$ cat config.mk
export PLATFORM = sky130hd
export DESIGN_NAME = wb_port_arbiter
export DESIGN_NICKNAME = d
export VERILOG_FILES = /design/src/rtl/wb_port_arbiter.sv
export SDC_FILE = /design/constraint.sdc
export NUM_CORES = 1
export LEC_CHECK = 0
export CORE_MARGIN = 3
export CORE_UTILIZATION = 40
export CTS_BUF_LIST = sky130_fd_sc_hd__clkbuf_16
export CTS_CLUSTER_DIAMETER = 30
export CTS_CLUSTER_SIZE = 24
export DETAILED_ROUTE_END_ITERATION = 6
export PLACE_DENSITY = 0.8
export RECOVER_POWER = 50
export SLEW_MARGIN = 30
export SYNTH_ARGS = -nofsm -noshare
export SYNTH_HDL_FRONTEND = slang
export SYNTH_SLANG_ARGS = --single-unit
export TNS_END_PERCENT = 5
$ cat constraint.sdc
create_clock -name clk -period 5.8 [get_ports clk]
set_clock_uncertainty 0.15 [all_clocks]
set_input_delay 0.87 -clock clk [delete_from_list [all_inputs] [get_ports clk]]
set_output_delay 0.87 -clock clk [all_outputs]
set_load 0.05 [all_outputs]
$ cat src/rtl/wb_port_arbiter.sv
// Register-file write-port arbiter: the MEM/WB result has priority over buffered
// multiplier/divider completions, with round-robin between units and a starvation guard.
module wb_port_arbiter #(
   parameter int XLEN         = 32,
   parameter int STARVE_LIMIT = 4
) (
   input  logic            clk,
   input  logic            Rst_n,
   input  logic            hold,
   input  logic            pipe_we,
   input  logic [4:0]      pipe_rd,
   input  logic [XLEN-1:0] pipe_data,
   input  logic            mul_valid,
   output logic            mul_ready,
   input  logic [4:0]      mul_rd,
   input  logic [XLEN-1:0] mul_data,
   input  logic            div_valid,
   output logic            div_ready,
   input  logic [4:0]      div_rd,
   input  logic [XLEN-1:0] div_data,
   output logic            mul_pending,
   output logic            div_pending,
   output logic            pipe_stall,
   output logic            wb_we,
   output logic [4:0]      wb_rd,
   output logic [XLEN-1:0] wb_data
);
   localparam logic [3:0] LIMIT = 4'(STARVE_LIMIT);

   logic            mul_v_q, mul_v_d, div_v_q, div_v_d;
   logic [4:0]      mul_rd_q, mul_rd_d, div_rd_q, div_rd_d;
   logic [XLEN-1:0] mul_data_q, mul_data_d, div_data_q, div_data_d;
   logic [3:0]      starve_q, starve_d;
   logic            rr_q, rr_d;   // 0: multiplier next, 1: divider next
   logic            wb_we_q, wb_we_d;
   logic [4:0]      wb_rd_q, wb_rd_d;
   logic [XLEN-1:0] wb_data_q, wb_data_d;

   logic any_buf, pipe_req, starved, buf_win, pipe_win, pick_div, mul_grant, div_grant;

   always_comb begin
      mul_v_d    = mul_v_q;
      mul_rd_d   = mul_rd_q;
      mul_data_d = mul_data_q;
      div_v_d    = div_v_q;
      div_rd_d   = div_rd_q;
      div_data_d = div_data_q;
      starve_d   = starve_q;
      rr_d       = rr_q;
      wb_we_d    = wb_we_q;
      wb_rd_d    = wb_rd_q;
      wb_data_d  = wb_data_q;

      any_buf   = mul_v_q || div_v_q;
      pipe_req  = pipe_we && (pipe_rd != 5'd0);
      starved   = (starve_q == LIMIT) && any_buf;
      pipe_stall = !hold && starved;
      buf_win   = !hold && any_buf && (starved || !pipe_req);
      pipe_win  = !hold && !starved && pipe_req;
      pick_div  = div_v_q && (!mul_v_q || rr_q);
      mul_grant = buf_win && !pick_div;
      div_grant = buf_win && pick_div;
      mul_ready = !hold && (!mul_v_q || mul_grant);
      div_ready = !hold && (!div_v_q || div_grant);

      if (!hold) begin
         // Drain first so a full buffer can refill in the same cycle; rd=0 results are dropped.
         if (mul_grant) mul_v_d = 1'b0;
         if (mul_valid && mul_ready) begin
            mul_v_d    = (mul_rd != 5'd0);
            mul_rd_d   = mul_rd;
            mul_data_d = mul_data;
         end
         if (div_grant) div_v_d = 1'b0;
         if (div_valid && div_ready) begin
            div_v_d    = (div_rd != 5'd0);
            div_rd_d   = div_rd;
            div_data_d = div_data;
         end

         if (buf_win && mul_v_q && div_v_q) rr_d = !rr_q;

         if (buf_win || !any_buf)             starve_d = 4'd0;
         else if (pipe_win && starve_q != LIMIT) starve_d = starve_q + 4'd1;

         wb_we_d = pipe_win || buf_win;
         if (pipe_win) begin
            wb_rd_d   = pipe_rd;
            wb_data_d = pipe_data;
         end else if (mul_grant) begin
            wb_rd_d   = mul_rd_q;
            wb_data_d = mul_data_q;
         end else if (div_grant) begin
            wb_rd_d   = div_rd_q;
            wb_data_d = div_data_q;
         end
      end
   end

   always_ff @(posedge clk or negedge Rst_n) begin
      if (!Rst_n) begin
         mul_v_q    <= 1'b0;
         mul_rd_q   <= 5'd0;
         mul_data_q <= '0;
         div_v_q    <= 1'b0;
         div_rd_q   <= 5'd0;
         div_data_q <= '0;
         starve_q   <= 4'd0;
         rr_q       <= 1'b0;
         wb_we_q    <= 1'b0;
         wb_rd_q    <= 5'd0;
         wb_data_q  <= '0;
      end else begin
         mul_v_q    <= mul_v_d;
         mul_rd_q   <= mul_rd_d;
         mul_data_q <= mul_data_d;
         div_v_q    <= div_v_d;
         div_rd_q   <= div_rd_d;
         div_data_q <= div_data_d;
         starve_q   <= starve_d;
         rr_q       <= rr_d;
         wb_we_q    <= wb_we_d;
         wb_rd_q    <= wb_rd_d;
         wb_data_q  <= wb_data_d;
      end
   end

   assign mul_pending = mul_v_q;
   assign div_pending = div_v_q;
   assign wb_we       = wb_we_q;
   assign wb_rd       = wb_rd_q;
   assign wb_data     = wb_data_q;
endmodule
# Word level (Yosys, flattened, before mapping)
# Cells that the tools add are included.
[op_classes] n_addsub=1 eq_ne=2 n_mux=12 bitwise=1 n_reduce_logical=46
[ops] cell="$mux 32" count=3
[ops] cell="$logic_and 1x1->1" count=17
[ops] cell="$mux 5" count=3
[ops] cell="$reduce_bool 5->1" count=3
[ops] cell="$reduce_and 2->1" count=7
[ops] cell="$logic_not 1->1" count=8
[ops] cell="$mux 4" count=2
[ops] cell="$logic_or 1x1->1" count=7
[ops] cell="$reduce_bool 2->1" count=3
[ops] cell="$add 4x1->4 const B" count=1
[ops] cell="$eq 4x3->1 const B" count=1
[ops] cell="$mux 1" count=4
[ops] cell="$ne 4x3->1 const B" count=1
[ops] cell="$reduce_bool 3->1" count=1
[ops] cell="$not 1->1" count=1
[word_totals] reg_bits=119 inputBits=117 out_inout_bits=43

# Logic depth before layout (Yosys ltp)
[logic_depth] word_depth=11 mapped_depth=8 depth_no_buf=6

# Worst setup path after synthesis
# No wires, ideal clock.
[synth_timing] kind="input-to-output" startpoint="in pipe_rd[1]" endpoint="out div_ready" t_arrival_ps=2637 required_ps=4780 slack_ps=2143 path_stages=5 cell_sequence="or3_4 o211ai_4 buf_2 o21ai_0 a21oi_1"
[synth_via] elab_chain_len=8
[synth_lines] item="from (decl)" line_no="11" source="input logic [4:0] pipe_rd,"
[synth_lines] item="$reduce_bool 5->1" line_no="55" source="pipe_req = pipe_we && (pipe_rd != 5'd0);"
[synth_lines] item="$logic_and 1x1->1" line_no="55"
[synth_lines] item="$logic_not 1->1" line_no="58" source="buf_win = !hold && any_buf && (starved || !pipe_req);"
[synth_lines] item="$logic_or 1x1->1" line_no="58"
[synth_lines] item="$logic_and 1x1->1" line_no="58"
[synth_lines] item="$logic_and 1x1->1" line_no="62" source="div_grant = buf_win && pick_div;"
[synth_lines] item="$logic_or 1x1->1" line_no="64" source="div_ready = !hold && (!div_v_q || div_grant);"
[synth_lines] item="$logic_and 1x1->1" line_no="64"
[synth_lines] item="to (decl)" line_no="18" source="output logic div_ready,"
# Every way passes these cells.

# Final worst setup path
# Ends and elaborated chain as after synthesis.

==> reports/metrics.yaml <==
violations: "max-capacitance violations, max-slew violations"
die-area_um2: 15440
grt_overflow: 0
nNetsFinal: 757
ys_ff_latch: 119
timing.hold.ws_ps: 335.8
core_um2: 13450
finalWirelength_um: 16420
clkTransAtPathRegs_ps: 50
synth_area_per_cell_um2: 11.39
synth_nets: 610
ys_seq_area_share_pct: 53.23
crit_path_start_kind: "input pin"
synth_top_family_by_area: "compound AO/OA/AOI/OAI gates"
die_h_um: 124.3
clock.fmax_ghz: 0.2345
viasPerCell: 5.854
clk_latency_ps: 420
num_vias: 4835
synth-compound-area-share_pct: 18.79
drtAntennaViolNets: 0
synth_area_um2: 5594
dp_cells: 795
crit_type: "in -> out"
async_flop_share_pct: 100.0
gr-usage-met3_pct: 7.547
timing.rr.end: "wb_data[22]"
synth_cells: 491
yosys_warnings: 0
hold_end: "div_rd_q[2]"
finalSetupViolCount: 0
crit_slowest_cell: "clkdlybuf4s50_1"
cts_resized: 0
drc: 0
min_period_ps: 4265
rsz0062_at_grt: "false"
power.total_uw: 3900
ctsHoldBuffers: 0
grt-busiest-layer: "met2"
worst-path-stages: 6
antenna_found_initial: 0
cts_made_buffers: 17
slew_headroom_pct: -93.25
final_layout_size_suffix_gt1_share_pct: 11.54
ir_drop_v: 0.0002283
cts_tree: "yes"
drt-pass1-iter-count: 5
worstPathArrival_ps: 3240
globalRouteTotalUtil_pct: 21.67
rows: 42
whs_path_depth: 1
grt_start_max_net_pins: 72
worstPathMaxFanout: 4
drt_iter0_markers: 414
fin_cells: 826
tns_ps: 0
final_area_um2: 7874
grtUsageMet1_pct: 27.22
r2r-start: "starve_q[0]"
hpwlAfterDp_um: 10960
path_cells: "dlygate4sd3_1, or3_1, o211ai_4, o21ai_0, a21oi_1, clkdlybuf4s50_1"
grt_pass1_wl_um: 26920
postCtsSetupBuffers: 0
worst_hold_path_type: "reg -> reg"
synth_mux_area_share_pct: 15.10
syn_to_final_growth_pct: 40.75
crit_buf_inv: 2
status: "complete, but fails checks"
die_w_um: 124.3
crit_required_ps: 4780
hold_start: "div_rd_q[2]"
hold_viol_final: 0
root_buffer: "clkbuf_16"
io_buffers: 159
synthXorXnorAreaFrac_pct: 0.1566
drv_cap: 1
start_util_pct: 41.58
n_fill_cell: 1117
layout_commonest_cell: "clkdlybuf4s50_1"
worst_pin_slew_ps: 2899
clk_path_buf_depth: 2
htreeDepth: 4
layout_common_cells: "141 x clkdlybuf4s50_1, 119 x dfrtp_1, 79 x nand2_1"
cts.sinks: 119
synth-edff-count: 0
synthSimpleGateAreaFrac_pct: 8.879
wire_per_inst_um: 19.88
powerDensity_nw_per_um2: 495.3
synthFlopType: "dfrtp_1"
placed_area_um2: 7338
fin_crit_sh_pct: 73.53
gp_congestion: 0.8208
r2r_cells: 7
netlist-cell-type-count: 41
cp-end-kind: "output port"
grt_pass1_vias: 5161
boundaryPins: 160
cp_top_family: "buffers and inverters"
r2r_slack_ps: 2550
p_leak_uw: 0.003103
slew_violations: 56
grtUsageMet2_pct: 34.57
synth-adder-area-share_pct: 0.4473
max_stage_delay_ps: 840
antenna_cells: 0
==> cell usage after synthesis, types with 3 or more instances <==
cell	n	share of area, %
a21o_1	3	0.40
nor2_1	9	0.60
nor2b_1	3	0.34
a21oi_1	41	3.7
clkbuf_1	21	1.4
nand3_1	3	0.27
a32oi_1	71	11
o21ai_0	3	0.27
mux2_1	45	9.1
nand2b_1	3	0.34
dfrtp_1	119	53
nor3_1	4	0.36
buf_2	17	1.5
mux2_2	30	6.0
nand2_1	79	5.3
inv_1	5	0.34
==> per-layer routing <==
layer	wire, µm	share of wire (%)
met1	6801	41
met2	8033	49
met3	1294	7.9
met4	293	1.8
met5	0	0
==> final cells by class <==
class / instances / area, µm² / share of cell area [%]
sequential: 119 / 2978 / 37.82
multi-input combinational: 327 / 2422 / 30.76
timing repair buffer: 168 / 1673 / 21.25
clock buffer: 17 / 425.4 / 5.403
tap: 176 / 220.2 / 2.797
clock inverter: 14 / 136.4 / 1.732
inverter: 5 / 18.77 / 0.2384
==> worst reg2reg max path, cell delays in order, from the launching register on <==
cell      delay (ps)
dfrtp_1          410
inv_1             70
ha_1             210
and3b_1          210
a211oi_1         730
or3_1            750
buf_4            390
a32oi_1          170
==> report_power, final <==
group / internal, µW / switching [µW]
logic: 587 / 851
clock network: 622 / 378
registers: 1210 / 252
==> how the worst max path moves through the flow <==
| stage | from | end | slack [ps] |
|---|---|---|---|
| after detailed placement | pipe_rd[1] | div_ready | 1660 |
| after global routing | pipe_rd[1] | div_ready | 1430 |
| final | pipe_rd[1] | div_ready | 1540 |
| after floorplan | pipe_rd[1] | div_ready | 2140 |
| after global placement | pipe_rd[1] | div_ready | 1680 |
| after CTS | pipe_rd[1] | div_ready | 1660 |
==> stage by stage <==
stage          setup slack, ps  utilization (%)
4_1_cts                   1659            58.72
6_report                  1535            58.53
2_1_floorplan             2143                -
5_1_grt                   1427            58.53
3_5_place_dp              1661            54.55
3_3_place_gp              1682            54.34
==> kinds of logic after synthesis <==
kind of cell | count (synthesis)
muxes | 75
and+or+nand+nor | 113
xor gates and xnor gates | 1
AOI/OAI and AO/OA | 136
buffers and inverters | 45
adders and majority gates | 2
DFF | 119
==> sequential cells by signal, indices dropped and copies added (netlist names), 4 cells and up <==
register and flops:
div_data_q 32, starve_q 4, div_rd_q 5, wb_data 32, mul_data_q 32, mul_rd_q 5
wb_rd 5
Note: power is estimated with default switching activity, not from simulation.
